### src/rtl/sce_cap_pkg.sv
// Shared constants and the MISR step used by the output-capture block.
package sce_cap_pkg;

  localparam int OUT_W_DEF  = 10;
  localparam int DEPTH_DEF  = 8;
  localparam int MISR_MAX_W = 32;

  // x^10 + x^3 + 1
  localparam logic [OUT_W_DEF-1:0] POLY = 10'h009;

  // One MISR step on a w-bit register carried in a MISR_MAX_W-bit container.
  function automatic logic [MISR_MAX_W-1:0] misr_step(
    input logic [MISR_MAX_W-1:0] sig,
    input logic [MISR_MAX_W-1:0] data,
    input logic [MISR_MAX_W-1:0] poly,
    input int                    w
  );
    logic [MISR_MAX_W-1:0] mask;
    logic [MISR_MAX_W-1:0] shifted;
    logic                  msb;
    mask    = (w >= MISR_MAX_W) ? '1 : ((MISR_MAX_W'(1) << w) - MISR_MAX_W'(1));
    msb     = |(sig & (MISR_MAX_W'(1) << (w - 1)));
    shifted = sig << 1;
    if (msb) shifted = shifted ^ poly;
    return (shifted ^ data) & mask;
  endfunction

endpackage

### src/rtl/sce_sync_fifo.sv
// Small synchronous FIFO; count/full/empty/dout come straight from registered state.
module sce_sync_fifo #(
  parameter int W     = 10,
  parameter int DEPTH = 4
) (
  input  logic                       clk,
  input  logic                       rst_n,
  input  logic                       flush,
  input  logic                       push,
  input  logic                       pop,
  input  logic [W-1:0]               din,
  output logic [W-1:0]               dout,
  output logic [$clog2(DEPTH+1)-1:0] count,
  output logic                       full,
  output logic                       empty
);

  localparam int AW = $clog2(DEPTH);
  localparam int CW = $clog2(DEPTH+1);

  logic [W-1:0]  mem [DEPTH];
  logic [AW-1:0] wr_ptr;
  logic [AW-1:0] rd_ptr;
  logic          do_push;
  logic          do_pop;

  assign full  = (count == CW'(DEPTH));
  assign empty = (count == '0);
  assign dout  = mem[rd_ptr];

  // A push on full only lands when the head leaves in the same cycle.
  assign do_pop  = pop & ~empty;
  assign do_push = push & (~full | do_pop);

  always_ff @(posedge clk) begin
    if (!rst_n) begin
      wr_ptr <= '0;
      rd_ptr <= '0;
      count  <= '0;
      for (int i = 0; i < DEPTH; i++) mem[i] <= '0;
    end else if (flush) begin
      wr_ptr <= '0;
      rd_ptr <= '0;
      count  <= '0;
    end else begin
      if (do_push) begin
        mem[wr_ptr] <= din;
        wr_ptr      <= wr_ptr + 1'b1;
      end
      if (do_pop) rd_ptr <= rd_ptr + 1'b1;
      case ({do_push, do_pop})
        2'b10:   count <= count + 1'b1;
        2'b01:   count <= count - 1'b1;
        default: count <= count;
      endcase
    end
  end

endmodule

### src/rtl/sce_output_capture.sv
// Captures results of a fixed-latency pipelined netlist into a FIFO, with
// credit-based launch throttling and a MISR signature over pushed results.
module sce_output_capture
  import sce_cap_pkg::*;
#(
  parameter int               OUT_W      = OUT_W_DEF,
  parameter int               DEPTH      = DEPTH_DEF,
  parameter int               FIFO_DEPTH = 4,
  parameter logic [OUT_W-1:0] POLY       = sce_cap_pkg::POLY
) (
  input  logic             clk,
  input  logic             rst_n,
  input  logic             launch_valid,
  output logic             launch_ready,
  input  logic [OUT_W-1:0] y,
  output logic             out_valid,
  input  logic             out_ready,
  output logic [OUT_W-1:0] out_data,
  input  logic             clear,
  output logic [OUT_W-1:0] signature,
  output logic             overflow,
  output logic [7:0]       drop_count
);

  localparam int CNT_W = $clog2(FIFO_DEPTH+1);

  logic [DEPTH-1:0] vpipe;
  logic [CNT_W-1:0] fifo_cnt;
  logic             fifo_full;
  logic             fifo_empty;
  logic             cap;
  logic             pop;
  logic             push_ok;
  logic             drop;

  // vpipe is not touched by clear: in-flight vectors still emerge afterwards.
  always_ff @(posedge clk) begin
    if (!rst_n) begin
      vpipe <= '0;
    end else begin
      vpipe[0] <= launch_valid;
      for (int i = 1; i < DEPTH; i++) vpipe[i] <= vpipe[i-1];
    end
  end

  assign cap = vpipe[DEPTH-1];

  // Credits count both in-flight vectors and buffered results; out_ready is
  // deliberately excluded so launch_ready depends on registered state only.
  always_comb begin
    launch_ready = ($countones(vpipe) + int'(fifo_cnt)) < FIFO_DEPTH;
  end

  // Output handshake: a result transfers on any cycle with out_valid and
  // out_ready both high; out_data holds while out_valid && !out_ready.
  assign out_valid = ~fifo_empty;
  assign pop       = out_valid & out_ready;
  assign push_ok   = cap & ~clear & (~fifo_full | pop);
  assign drop      = cap & ~clear & fifo_full & ~pop;

  sce_sync_fifo #(
    .W     (OUT_W),
    .DEPTH (FIFO_DEPTH)
  ) u_fifo (
    .clk   (clk),
    .rst_n (rst_n),
    .flush (clear),
    .push  (cap & ~clear),
    .pop   (pop),
    .din   (y),
    .dout  (out_data),
    .count (fifo_cnt),
    .full  (fifo_full),
    .empty (fifo_empty)
  );

  always_ff @(posedge clk) begin
    if (!rst_n) begin
      signature  <= '0;
      overflow   <= 1'b0;
      drop_count <= '0;
    end else if (clear) begin
      signature  <= '0;
      overflow   <= 1'b0;
      drop_count <= '0;
    end else begin
      if (push_ok)
        signature <= OUT_W'(misr_step(MISR_MAX_W'(signature), MISR_MAX_W'(y),
                                      MISR_MAX_W'(POLY), OUT_W));
      if (drop) begin
        overflow <= 1'b1;
        if (drop_count != 8'hFF) drop_count <= drop_count + 8'd1;
      end
    end
  end

endmodule

### config.mk
export PLATFORM = sky130hd
export DESIGN_NAME = sce_output_capture
export DESIGN_NICKNAME = d
export VERILOG_FILES = /design/src/rtl/sce_cap_pkg.sv /design/src/rtl/sce_sync_fifo.sv /design/src/rtl/sce_output_capture.sv
export SDC_FILE = /design/constraint.sdc
export NUM_CORES = 1
export LEC_CHECK = 0
export ABC_AREA = 1
export CAP_MARGIN = 20
export CORE_UTILIZATION = 25
export DETAILED_ROUTE_END_ITERATION = 8
export PLACE_DENSITY = 0.39
export SYNTH_ARGS = -nofsm -noshare
export SYNTH_HDL_FRONTEND = slang
export SYNTH_SLANG_ARGS = --single-unit
### constraint.sdc
create_clock -name clk -period 3.9 [get_ports clk]
set_input_delay 1.17 -clock clk [delete_from_list [all_inputs] [get_ports clk]]
set_output_delay 1.17 -clock clk [all_outputs]
set_load 0.005 [all_outputs]
* After elaboration in Yosys (flattened, before gate mapping) *
Memories as Yosys holds them, arrays and structs flattened. A register that Yosys moved wholly into a read port is not among the register bits.
Index checks and enable logic that the tools add are counted.

word-level totals
  input bits = 15
  output and inout port bits = 31
  RAM bits = 40
  flip-flop bits (word level) = 34
  logic and storage cells = 62
  memories kept = 1

memories
  name        words  bits a word  rd ports  clocked after memory_dff  write ports  line                 source
  u_fifo.mem  4      10           1         1                         4            sce_sync_fifo.sv:21  logic [W-1:0] mem [DEPTH];

cells by class
  $add $sub $neg = 13
  equality and inequality tests = 4
  multiplexer cells = 15
  bitwise operators = 16
  reductions and logical operators = 5
  magnitude comparators = 1

operators with widths
  kind                                                                   number
  10-bit two-way mux                                                     4
  10-bit OR reduction                                                    1
  10-bit XOR                                                             1
  1-bit by 1-bit adder with 2-bit output                                 4
  8-bit by 1-bit adder with 8-bit output (second input constant)         1
  8-bit inequality test (second input constant)                          1
  1-bit bitwise AND                                                      7
  2-bit by 2-bit adder with 3-bit output                                 2
  1-bit two-way mux                                                      6
  2-bit two-way mux                                                      3
  3-bit one-hot mux with 2 select lines                                  1
  4-bit by 3-bit adder with 5-bit output                                 1
  5-bit by 3-bit < comparator with 1-bit output (second input constant)  1
  1-bit NOT                                                              5
  2-bit by 1-bit adder with 2-bit output (second input constant)         2
  3-bit by 3-bit adder with 4-bit output                                 1
  4-bit two-way mux                                                      1
  3-bit by 1-bit adder with 3-bit output (second input constant)         1
  3-bit == test (second input constant)                                  1
  3-bit zero test                                                        1
  3-bit by 1-bit subtractor with 3-bit output (second input constant)    1
  2-bit by 1-bit == test with 1-bit output (second input constant)       1
  2-bit == test (second input constant)                                  1
  2-bit NOT                                                              1
  4 further kinds                                                        5

* Longest topological paths before layout *
Gate-level depths: netlist of run 1.

  depth in word-level cells = 12
  gate-level depth with buffers = 9
  mapped depth without buffers = 9

* By module *
A second synthesis of run 1 with hierarchy kept.

second synthesis, totals
  cell total of the unflattened synthesis = 408
  area total of the unflattened synthesis = 3669.8 µm²

by module, submodules not included
  module              area an instance (µm²)  instances  cells each
  sce_sync_fifo       2263.4                  1          229
  sce_output_capture  1406.3                  1          179

* Least setup slack after synthesis of run 1 *
OpenSTA, ideal clock, no wires.

  path kind = reg-to-output
  from = register vpipe[0]
  to = output port launch_ready
  stages on the path, launching flop included = 9
  arrival = 2.327 ns
  slack = 0.403 ns
  cell sequence = dfxtp_1 > fa_1 > inv_1 > fa_1 > fa_1 > inv_1 > ha_1 > a21oi_1 > o21a_1

between the ends
  word-level cells in the longest chain between the ends = 5

RTL lines
  what                                                          line                      source
  start, declared                                               sce_output_capture.sv:27  logic [DEPTH-1:0] vpipe;
  start signal, assigned                                        sce_output_capture.sv:41  vpipe[0] <= launch_valid;
  1-bit by 1-bit adder with 2-bit output (implied by the code)  sce_output_capture.sv:51  launch_ready = ($countones(vpipe) + int'(fifo_cnt)) < FIFO_DEPTH;
  2-bit by 2-bit adder with 3-bit output (implied by the code)  sce_output_capture.sv:51
  3-bit by 3-bit adder with 4-bit output (implied by the code)  sce_output_capture.sv:51
  4-bit by 3-bit adder with 5-bit output                        sce_output_capture.sv:51
  5-bit by 3-bit < comparator with 1-bit output                 sce_output_capture.sv:51
  end, declared                                                 sce_output_capture.sv:14  output logic launch_ready,

No other way between the ends.

* Worst setup path in the final report of run 1 *
Ends and elaborated chain as after synthesis.

==> results of run 1 <==
power by group through the flow:
stage | logic (mW) | clock network (mW) | registers (mW)
3_5_place_dp | 0.0674 | 0 | 0.875
4_1_cts | 0.0683 | 0.933 | 0.857
2_1_floorplan | 0.0295 | 0 | 0.874
3_3_place_gp | 0.0678 | 0 | 0.875
5_1_grt | 0.0732 | 0.956 | 0.859
6_report | 0.0662 | 0.901 | 0.857
area by class of cell:
| type | count | area (sq um) | area share, % |
|---|---|---|---|
| repair buffers | 50 | 483.0 | 10.72 |
| well taps | 180 | 225.2 | 4.997 |
| inverters | 52 | 197.7 | 4.386 |
| multi-input cells | 240 | 1359 | 30.15 |
| flip-flops and latches | 76 | 1924 | 42.70 |
| clock inverters | 6 | 88.84 | 1.971 |
| clock buffers | 10 | 229.0 | 5.081 |
worst max path at each step:
stage / slack, ps / endpoint / from
after floorplan: 400 / launch_ready / vpipe[0]
after CTS: -210 / launch_ready / vpipe[3]
final: -70 / launch_ready / vpipe[0]
after detailed placement: -130 / launch_ready / vpipe[0]
after global placement: -130 / launch_ready / vpipe[0]
after global routing: -170 / launch_ready / vpipe[0]
kinds of logic after synthesis:
| kind of cell | after synthesis |
|---|---|
| xor gates and xnor gates | 14 |
| adders and majority gates | 11 |
| buffers and inverters | 65 |
| AOI/OAI and AO/OA | 65 |
| and+or+nand+nor | 150 |
| DFF | 76 |
registers in the layout (all words and copies together) (netlist names), named ones only:
register       count
u_fifo.count       3
signature         10
u_fifo.mem        40
u_fifo.rd_ptr      2
overflow           1
drop_count         8
u_fifo.wr_ptr      2
vpipe              8
layer usage:
layer  global-route usage, %  up-vias  routed length [um]
li1                        -     1336                   -
met1                   16.22     1223                4233
met2                   20.39       46                3876
met3                   5.404        5                 402
met4                   3.935        0                  46
met5                       0        -                   0
cells in the final DEF (no fill, tap or decap):
master           netlist  layout
edfxtp_1              40      40
bufinv_16              0       2
nand3_4                1       1
nor2_2                 1       1
a21oi_4                1       1
xnor2_1               11      11
o21a_1                 2       2
inv_4                  1       1
nor2_1                71      71
a211oi_2               9       9
inv_2                  5       6
dfxtp_2                0       2
nor4_1                 1       1
clkinvlp_4             0       1
clkdlybuf4s50_1        0      44
nand2_1               56      56
buf_4                  0       5
nand2_2                1       1
clkinv_1               0       1
o21ai_0               25      25
a21oi_1               14      14
inv_1                 46      45
nor2_4                 3       3
nand4_1                4       4
clkbuf_1               9       1
o21ai_1                3       3
nand2_4                2       2
buf_2                  3       1
nand3_1               10      10
a21boi_1               1       1
fa_1                   4       4
dfxtp_1               36      34
xor2_1                 3       3
clkinv_4               0       2
ha_1                   7       7
o22ai_1               10      10
clkbuf_16              0       9
cells in the mapped netlist (all sizes together):
cell type  number
nand4           4
nand3          11
o21a            2
ha              7
a21boi          1
nor2           75
fa              4
dfxtp          36
xnor2          11
nand2          59
o21ai          28
a21oi          15
xor2            3
clkbuf          9
nor4            1
edfxtp         40
buf             4
a211oi          9
o22ai          10
inv            52
timing repair:
| action | CTS | global route |
|---|---|---|
| hold buffers | 0 | 0 |
| gates resized for setup | 7 | 0 |
| pin swaps | 5 | 5 |
| endpoints found under the setup margin | 1 | 1 |
| gates cloned | 0 | 0 |
worst max-delay path: stages, from the launching register on:
cell	delay, ps
dfxtp_2	320
fa_1	540
inv_2	40
fa_1	440
fa_1	490
inv_1	40
ha_1	260
a21oi_1	120
o21a_1	110
buf_2	100
through the flow:
step | setup TNS [ps] | total power [mW] | hold slack [ps] | setup WS, ps | cells
2_1_floorplan | 0 | 0.9034 | 412.1 | 402.6 | 381
3_3_place_gp | -126.8 | 0.9424 | 426.0 | -126.8 | 598
3_5_place_dp | -127.0 | 0.9422 | 434.6 | -127.0 | 598
4_1_cts | -207.5 | 1.858 | 439.7 | -207.5 | 614
5_1_grt | -173.3 | 1.888 | 443.7 | -173.3 | 614
6_report | -74.19 | 1.825 | 436.8 | -74.19 | 614
==> summary.txt, run 1 <==
Drt
  • DRT antenna net count: 0
  • WL/cell: approximately 14 um
  • WL final: ~8600 um
  • Initial DRC count: between 80 and 90
  • TritonRoute pass-1 iters: 4
  • Vias: roughly 2600
  • Number of vias per cell: between 4 and 5
  • DRC viols: 0

Floorplanning
  • Die W: 121.0 um
  • Rows: 43
  • Total Die Area: approximately 15000 sq um
  • Die H: approximately 120 um
  • Io pins: 46
  • Core region area: around 14000 sq um
  • Initial Util: 25.59%

Setup path
  • Flop2flop setup slack: ~2000 ps
  • Startpoint types: register
  • Cell depth of the worst flop-to-flop path: 8
  • Worst flop-to-flop path startpoint: u_fifo.count[2]
  • CP Class: reg -> out
  • R2R Path End: u_fifo.count[2]
  • Worst Path Arrival: 2800 ps
  • Critical Path RT: 2730 ps
  • Worst Setup End Kind: output pin
  • Crit-path max FO: 2

Clock tree
  • Clock buffer depth: 2
  • Clk sinks: 76
  • CTS tree: built
  • Post-CTS setup buffers: 0
  • Worst skew pair latency: 340 ps
  • Clk pin slew, worst setup/hold paths: about 60 ps
  • Root buffer cell: clkbuf_16
  • CTS Buf Count: 9
  • # H-tree levels: 3

Synth
  • Synth Area in Compound Gates: between 10% and 20%
  • Post-Syn Area: 3538 sq um
  • Seq/Total Area, Yosys: a little over half
  • Distinct cells, synth: 30
  • Top-area cell type share of the netlist area: 33.95%
  • Simple-gate share of the synthesized area: 18.21%
  • Yosys top cell by area: edfxtp_1
  • YS warnings: 0
  • Xor and xnor area share after synthesis: under 10%
  • Largest family of logic cells by synthesized area: simple AND/OR/NAND/NOR gates
  • Cells after Synth: 381
  • Seq cells post-synth: 76
  • Post-Syn Nets: 407
  • Post-Synth Adder-Cell Area: roughly 4.7%
  • Post-synthesis mux area share: 0%
  • Largest cells by area after synthesis: edfxtp_1 (34%), dfxtp_1 (20%), nor2_1 (7.5%)
  • Syn Area/Cell: between 9 and 10 sq um

Min path
  • Hold_sp: vpipe[6]
  • Hold depth: 2
  • HP Class: reg -> reg
  • Hold endpoint: vpipe[7]

Power and ir drop
  • Leakage: between 1.5 and 2 nW
  • Internal: around 1.4 mW
  • Sw frac: approximately a fifth
  • Combinational share of power: between 3 and 4%
  • Power per Cell Area: ~400 nW/um^2
  • Net switching power: around 0.38 mW
  • Clock network power share: 49.4%
  • Max VDD drop: roughly 240 uV
  • Flop pwr share: a little under half

Global routing
  • Global Route Usage Sum: between 10% and 20%
  • First-pass GRT wire length: around 14000 um
  • Largest net degree at the start of global routing: 23
  • Initial antenna violation count: 0
  • Grt total ovfl: 0
  • Vias in the first global route: around 2700

Final layout
  • Final net count: between 400 and 500
  • Layout cells sized above 1: roughly 11%
  • Final Core Density: 32.59%
  • Synthesis-to-finish area growth: 27.37%
  • # diodes: 0
  • FILL cells: between 1000 and 1500
  • Final instance area: between 4000 and 5000 sq um

STA
  • Fin worst setup slack: -74.19 ps
  • RSZ-0062 raised after global routing: yes
  • Slew Limit Fails: 0
  • Final clock skew: just under 6 ps
  • Fin crit share: 101.9%
  • Final Setup Violations: 1
  • Worst slew pin tran: roughly 730 ps
  • Tmin final: 3974 ps
  • Slew margin rel.: 51.33%
  • Final hold violation count: 0
  • Peak Freq: between 200 and 300 MHz

Status
  • Failing checks: negative setup slack
  • Status: finished with violations

Placed design
  • RD Place Congestion: 0.7152
  • I/O Buffers: 45
  • DP HPWL: 5828 um
  • DP Area: 4192 sq um

Flow run
  • Max-cap violations: 0
No activity file was read; power rests on OpenSTA's default activity.
==> run 2, diff against run 1 <==
REMOVE_ABC_BUFFERS = 1   (was unset)
SLEW_MARGIN = 10   (was unset)
==> run 2 against run 1 <==
- the run still ends with negative setup slack left
- sequential power hardly changed
- non-clock buffer count grew 1
- final area fell by 0.19%
- global-route usage decreased by 0.67 points
- via count is 0.54% higher
==> summary.txt, run 2 (synthesis results as in run 1) <==
Status
  • Status: finished with violations
  • Failing checks: negative setup slack

Setup path
  • Startpoint types: register
  • Critical path's slowest cell: fa_1
  • Slowest stage delay, CP: approximately 550 ps
  • CP Class: reg -> out
  • Worst Path Arrival: around 2800 ps
  • Most common cell on crit path: fa_1
  • Worst Setup End Kind: output pin
  • Crit-path cells: fa_1 > inv_2 > fa_1 > fa_1 > inv_2 > ha_4 > a21oi_2 > o21a_1 > buf_2
  • WP buf/inv: 3
  • Critical Path RT: 2730 ps
  • Worst path top cell family by delay: adder cells
  • Crit-path max FO: 2

STA
  • Slew Limit Fails: 0
  • Final clock skew: 8.140 ps
  • Slew margin rel.: between 50% and 60%
  • Fin worst setup slack: -72.68 ps
  • Worst slew pin tran: 686.0 ps
  • Final hold violation count: 0
  • RSZ-0062 raised after global routing: yes
  • Hold slack: around 440 ps
  • Final Setup Violations: 1
  • Peak Freq: 251.7 MHz
  • Setup TNS: -72.68 ps
  • Tmin final: ~4000 ps
  • Fin crit share: 101.9%

Flow run
  • Max-cap violations: 0

Global routing
  • Largest net degree at the start of global routing: 23
  • Vias in the first global route: approximately 2600
  • First-pass GRT wire length: around 13000 um
  • Global Route Usage Sum: roughly an eighth
  • Initial antenna violation count: 0
  • Grt total ovfl: 0

Drt
  • WL final: ~8300 um
  • WL/cell: 13.53 um
  • TritonRoute pass-1 iters: 4
  • Initial DRC count: 116
  • Number of vias per cell: about 4.3
  • Vias: between 2000 and 3000
  • DRC viols: 0
  • DRT antenna net count: 0

Clock tree
  • # H-tree levels: 3
  • CTS tree: built
  • Worst skew pair latency: 330 ps
  • Root buffer cell: clkbuf_16
  • Clk sinks: 76
  • CTS Buf Count: 9
  • Clock buffer depth: 2
  • Hold bufs inserted after CTS: 0
  • Clk pin slew, worst setup/hold paths: 50 ps

Floorplanning
  • Total Die Area: between 10000 and 15000 sq um
  • Io pins: between 40 and 50
  • Die W: 121.0 um
  • Rows: 43
  • Core region area: 13830 sq um
  • Initial Util: about a quarter
  • Die H: between 100 and 150 um

Placed design
  • RD Place Congestion: 0.7364
  • Post-Place Setup Slack: -153.6 ps
  • I/O Buffers: 45
  • DP HPWL: about 5800 um

Final layout
  • Largest regs: u_fifo.mem: 40 flops, signature: 10 flops
  • FILL cells: about 1400
  • Max FFs per register: 40
  • # diodes: 0
  • Commonest non-fill, non-tap cell in the layout: nor2_1
  • Layout cells sized above 1: about an eighth
  • Most frequent cells in the layout: nor2_1 (71), nand2_1 (56), inv_1 (44), clkdlybuf4s50_1 (44), edfxtp_1 (40)
  • Synthesis-to-finish area growth: 27.12%
  • Reg with most FFs: u_fifo.mem
  • Final net count: roughly 460
  • Final Core Density: about a third

Power and ir drop
  • Leakage: about 1.8 nW
  • Power per Cell Area: approximately 380 nW/um^2
  • Max VDD drop: 176.3 uV

Min path
  • HP Class: reg -> reg
## run 2: timing repair
action | in CTS | in global routing
setup endpoints to repair | 1 | 1
setup buffers | 0 | 0
endpoints found under the hold margin | 0 | 0
pin swaps | 6 | 6
gates resized for setup | 8 | 2
## run 2: final timing paths
path / cells after the start / from / slack (ps) / end
max: 9 / vpipe[0] / -70 / launch_ready
min: 2 / vpipe[5] / 440 / vpipe[6]
max reg2reg: 8 / u_fifo.count[2] / 1990 / u_fifo.count[2]
min reg2reg: 2 / vpipe[5] / 440 / vpipe[6]
## run 2: worst register-to-register path, delay by kind of cell (launching register included)
family | cells | cell delay [ps]
AOI/OAI and AO/OA | 2 | 400
adders and majority gates | 1 | 420
buffers and inverters | 2 | 190
DFF | 1 | 460
and+or+nand+nor | 3 | 350
## run 2: metal layers
layer	part of all wire [%]	routed length [um]	global-route usage, %
met1	46	3835	14.83
met2	47	3945	20.21
met3	5.5	454	4.887
met4	1.0	84	3.704
met5	0	0	0
## run 2: layout make-up
cell class / instances / area [sq um] / area share, %
Clock inverter: 6 / 56.30 / 1.252
Clock buffer: 10 / 229.0 / 5.090
Inverter: 52 / 197.7 / 4.395
Timing Repair Buffer: 51 / 490.5 / 10.90
Sequential cell: 76 / 1924 / 42.78
Tap cell: 180 / 225.2 / 5.007
Multi-Input combinational cell: 240 / 1375 / 30.57
## run 2: metrics by stage
stage	cell area [sq um]	instances	power [mW]
floorplan	3478	368	0.9014
global placement	4199	599	0.9417
detailed placement	4199	599	0.9418
CTS	4486	615	1.755
global route	4498	615	1.793
finish	4498	615	1.728
## run 2: where the power goes
| part | switching, mW | internal, mW | leakage, nW |
|---|---|---|---|
| Sequential | 0.00432 | 0.854 | 0.712 |
| Combinational | 0.0373 | 0.0307 | 0.944 |
| Clock | 0.312 | 0.489 | 0.140 |
| Total | 0.354 | 1.37 | 1.80 |
